**src/rtl/data_mem_dump_reader.sv**
```systemverilog
// rtl/data_mem_dump_reader.sv - streams a halted data-memory window to the debug UART
// Optional trailing XOR checksum byte when DUMP_CHECKSUM_EN is defined.
module data_mem_dump_reader #(
  parameter int                    ADDR_WIDTH = 32,
  parameter logic [ADDR_WIDTH-1:0] BASE_ADDR  = '0,
  parameter int                    DUMP_BYTES = 128
) (
  input  logic                  i_clk,
  input  logic                  i_reset,
  input  logic                  i_halt,
  input  logic                  i_start,
  output logic [ADDR_WIDTH-1:0] o_mem_addr,
  output logic                  o_mem_re,
  input  logic [7:0]            i_mem_data,
  output logic [7:0]            o_tx_data,
  output logic                  o_tx_start,
  input  logic                  i_tx_done,
  output logic                  o_busy,
  output logic                  o_done,
  output logic                  o_abort
);

  localparam int            CW   = $clog2(DUMP_BYTES) + 1;
  localparam logic [CW-1:0] LAST = CW'(DUMP_BYTES - 1);

`ifdef DUMP_CHECKSUM_EN
  typedef enum logic [2:0] {
    S_IDLE, S_READ, S_SEND, S_WAIT, S_CHK, S_CSEND, S_CWAIT, S_FIN
  } state_t;
`else
  typedef enum logic [2:0] {
    S_IDLE, S_READ, S_SEND, S_WAIT, S_FIN
  } state_t;
`endif

  state_t        state_q, state_d;
  logic [CW-1:0] counter_q;
  logic          abort_q, abort_d;
  logic          last_byte;

  assign last_byte = (counter_q == LAST);

  always_ff @(posedge i_clk) begin
    if (i_reset) state_q <= S_IDLE;
    else         state_q <= state_d;
  end

  always_comb begin
    state_d = state_q;
    abort_d = 1'b0;
    case (state_q)
      S_IDLE:  if (i_start && i_halt) state_d = S_READ;
      S_READ:  state_d = S_SEND;
      S_SEND:  state_d = S_WAIT;
      S_WAIT: begin
        if (i_tx_done) begin
`ifdef DUMP_CHECKSUM_EN
          state_d = last_byte ? S_CHK : S_READ;
`else
          state_d = last_byte ? S_FIN : S_READ;
`endif
        end
      end
`ifdef DUMP_CHECKSUM_EN
      S_CHK:   state_d = S_CSEND;
      S_CSEND: state_d = S_CWAIT;
      S_CWAIT: if (i_tx_done) state_d = S_FIN;
`endif
      S_FIN:   state_d = S_IDLE;
      default: state_d = S_IDLE;
    endcase
    // Losing halt means memory may change under us; abort overrides a same-cycle tx_done.
    if (state_q != S_IDLE && state_q != S_FIN && !i_halt) begin
      state_d = S_IDLE;
      abort_d = 1'b1;
    end
  end

`ifdef DUMP_CHECKSUM_EN
  logic [7:0] xor_q;
`endif

  always_ff @(posedge i_clk) begin
    if (i_reset) begin
      counter_q <= '0;
      o_tx_data <= 8'h00;
      abort_q   <= 1'b0;
`ifdef DUMP_CHECKSUM_EN
      xor_q     <= 8'h00;
`endif
    end else begin
      abort_q <= abort_d;
      if (abort_d || state_q == S_FIN) begin
        counter_q <= '0;
      end else if (state_q == S_IDLE && state_d == S_READ) begin
        counter_q <= '0;
`ifdef DUMP_CHECKSUM_EN
        xor_q     <= 8'h00;
`endif
      end else if (state_q == S_WAIT && state_d == S_READ) begin
        counter_q <= counter_q + 1'b1;
      end
      if (state_q == S_READ) begin
        o_tx_data <= i_mem_data;
`ifdef DUMP_CHECKSUM_EN
        xor_q     <= xor_q ^ i_mem_data;
`endif
      end
`ifdef DUMP_CHECKSUM_EN
      if (state_q == S_CHK) o_tx_data <= xor_q;
`endif
    end
  end

  assign o_mem_addr = BASE_ADDR + ADDR_WIDTH'(counter_q);
  assign o_mem_re   = (state_q == S_READ);
`ifdef DUMP_CHECKSUM_EN
  assign o_tx_start = (state_q == S_SEND) || (state_q == S_CSEND);
`else
  assign o_tx_start = (state_q == S_SEND);
`endif
  assign o_busy     = (state_q != S_IDLE);
  assign o_done     = (state_q == S_FIN);
  assign o_abort    = abort_q;

endmodule

```
**config.mk**
```make
export PLATFORM = sky130hd
export DESIGN_NAME = data_mem_dump_reader
export DESIGN_NICKNAME = d
export VERILOG_FILES = /design/src/rtl/data_mem_dump_reader.sv
export SDC_FILE = /design/constraint.sdc
export NUM_CORES = 1
export LEC_CHECK = 0
export ABC_AREA = 1
export CELL_PAD_IN_SITES_DETAIL_PLACEMENT = 1
export CELL_PAD_IN_SITES_GLOBAL_PLACEMENT = 2
export CORE_UTILIZATION = 18
export CTS_CLUSTER_DIAMETER = 50
export DETAILED_ROUTE_END_ITERATION = 6
export PLACE_DENSITY_LB_ADDON = 0.1
export SLEW_MARGIN = 20
export SYNTH_ARGS = -nofsm -noshare
export SYNTH_HDL_FRONTEND = slang
export SYNTH_SLANG_ARGS = --single-unit
```
**constraint.sdc**
```tcl
create_clock -name i_clk -period 1.3 [get_ports i_clk]
set_input_delay 0.26 -clock i_clk [delete_from_list [all_inputs] [get_ports i_clk]]
set_output_delay 0.26 -clock i_clk [all_outputs]
set_load 0.005 [all_outputs]
```
==> run metrics <==
cell-internal power=1.18 mW; height of the die=81.9 um; share of layout cells above drive strength 1=44.1%; Avg Synthesized Cell Area=6.65 um2; total I/O pin count=58; Reg2Reg Depth=8; remaining global-route overflow=0; Final Hold Fails=0; clk sinks=20; CTS root buf=clkbuf_8; total track usage=11.7%; kind of critical path=reg -> reg; Nets=271; R2R Path End=counter_q[7]; Post-synth EDFFs=0; Initial DRT Pass Iterations=4; DRC=0; # rows=28; most frequent cell after synthesis=nand2_1; Post-synth top flop=dfxtp_1; CTS Hold Buffers Added=0; Pins Over Slew Limit=0; RSZ-0062 raised after global routing=yes; Yosys cell types=19; global-route wire length before repair=5.97 mm; PortBufs=33; worst r2r src=state_q[0]; Die ar.=0.00671 mm2; Clk pin slew, worst setup/hold paths=90 ps; worst vdd ir=0.464 mV; via count=1309; core area=0.00603 mm2; FFs w/ async S/R, synth=0%; final wirelength=3.93 mm; top post-synthesis cells by area=dfxtp_1 35%, buf_4 16%, nand2_1 11%; Startpoint Class=flop; Leak=0.977 nW; Detail Placement HPWL=2.81 mm; Logic pwr share=17.6%; Reg power frac=40.2%; sw power=0.390 mW; Post-synth top cells=35 x nand2_1, 25 x buf_4, 25 x inv_1, 23 x nor2_1, 20 x dfxtp_1; Worst Setup Slack, final=-130 ps; Yosys top cell area share=34.8%; final-layout fill cell count=750; final setup fails=13; Critical Path End Type=flop; ANT nets after route=0; critical path data required time=1470 ps; status=finished, violations left; level count of the clock H-tree=1; final worst path period share=110%; slowest CP cell=dfxtp_4; Hold Path Depth=2; 1st-iter DRT viols=40; crit path launch=state_q[0]; final estimated routing congestion in global placement=0.826; Fmax achieved=699 MHz; Seq/Total Area, Yosys=34.8%; switch share=24.9%; initial core utilization=19.1%; Clock Latency Late Sink=270 ps; CTS tree=done; hold path startpoint=o_tx_data[7]; WP data arrival=1600 ps; Post-Layout Cell Count=331; post-route clock skew=5.38 ps; Placed Cells=306; wire per inst=11.9 um; Hold Path Class=reg -> reg; pin count of the biggest net entering global routing=13; Area growth syn-to-layout=85.3%; TritonCTS buffer count=3; Synth Cell Area=0.00115 mm2; YS warnings=0; maxcap violations=0; CP cell instances=nor2_4 > inv_2 > buf_4 > nand3_4 > buf_12 > nand4_1 > o21ai_1 > nor2_1; drt via density=3.95; critical path's top delay family=simple AND/OR/NAND/NOR gates; initial antenna violation count=0; CP bufs+invs=3; Tmin final=1430 ps; Yosys reg bits=20; Post-Syn Instances=173; Die Wd=81.9 um; Reg2Reg Setup Slack=-130 ps; Synth area leader=dfxtp_1; PwrDens=735 mW/mm2; pre-CTS setup slack=-504 ps; CP Max Fanout=4; clock network power share=42.1%; final hold slack=465 ps; slowest stage delay, CP=370 ps; failing checks=setup timing; ant diodes=0; vias in the first global route=1324; WHS Endpoint=o_tx_data[7]; clk buf depth=2
## layout make-up
type	count	area, um2	area share [%]
multi-input cells	123	711	33.4
inverters	27	105	4.93
well taps	75	93.8	4.40
repair buffers	82	716	33.6
flip-flops and latches	20	434	20.4
clock inverters	1	30.0	1.41
clock buffers	3	41.3	1.94
## what timing repair did
action                     in CTS  in global routing
buffers inserted                8                 13
gates resized for setup        89                 22
setup endpoints to repair      30                 22
pin swaps                      14                 15
## kinds of logic after synthesis
group	after synthesis	synth area share, %
flip-flops	20	34.8
AO/OA/AOI/OAI	17	7.40
AND/OR/NAND/NOR	81	30.9
buffers and inverters	53	25.5
other	1	0.326
adder cells (fa/ha/maj)	1	1.09
## cells in the final DEF (no fill, tap or decap), types with 3 or more instances in the layout
| cell | count |
|---|---|
| buf_6 | 11 |
| nor2_4 | 6 |
| nand2_2 | 6 |
| inv_2 | 8 |
| nor2_1 | 15 |
| nand4_1 | 7 |
| nand2_1 | 27 |
| clkbuf_8 | 3 |
| clkdlybuf4s50_1 | 11 |
| dfxtp_2 | 15 |
| nand3_4 | 4 |
| nor2_2 | 4 |
| buf_2 | 3 |
| buf_4 | 37 |
| inv_1 | 18 |
| o21ai_1 | 7 |
| nand3_1 | 5 |
| dfxtp_4 | 4 |
| conb_1 | 24 |
| dlygate4sd2_1 | 18 |
| a21oi_1 | 9 |
## registers in the layout, indices dropped and copies added, names as in the netlist
| name | flops |
|---|---|
| counter_q | 8 |
| o_abort | 1 |
| o_tx_data | 8 |
| state_q | 3 |
## worst reg2reg max path, cell delays in order (launching register included)
cell and delay, ps:
dfxtp_4 370, nor2_4 140, inv_2 70, buf_4 140, nand3_4 120, buf_12 120
nand4_1 130, o21ai_1 170, nor2_1 70
## worst max path at each step
stage / to / slack (ps) / cells after the start
after detailed placement: counter_q[1] / -500 / 9
final: counter_q[7] / -130 / 8
after floorplan: counter_q[0] / -6 / 9
after CTS: counter_q[0] / -160 / 9
after global routing: counter_q[0] / -240 / 8
after global placement: counter_q[0] / -440 / 9
## per-layer routing
metal	global-route usage [%]	share of wire (%)
met1	13.3	41
met2	22.2	53
met3	1.78	5.4
met4	2.81	0.87
met5	0	0
## through the flow
step                utilization, %  instance area [um2]  TNS, ps  power (mW)
detailed placement            28.2                 1700    -4650       0.851
floorplan                        -                 1260    -6.14       0.787
global placement              28.2                 1700    -3960       0.847
finish                        35.4                 2130    -1060        1.57
CTS                           32.2                 1940     -634        1.54
global route                  35.4                 2130    -2560        1.66
## power by group through the flow
stage                     Combinational (mW)  Sequential (mW)  Clock, mW
after floorplan                        0.139            0.648          0
after global placement                 0.200            0.647          0
after detailed placement               0.202            0.648          0
after CTS                              0.229            0.630      0.677
after global routing                   0.303            0.632      0.721
final                                  0.276            0.630      0.659
Power figures use the tool's default switching activity.
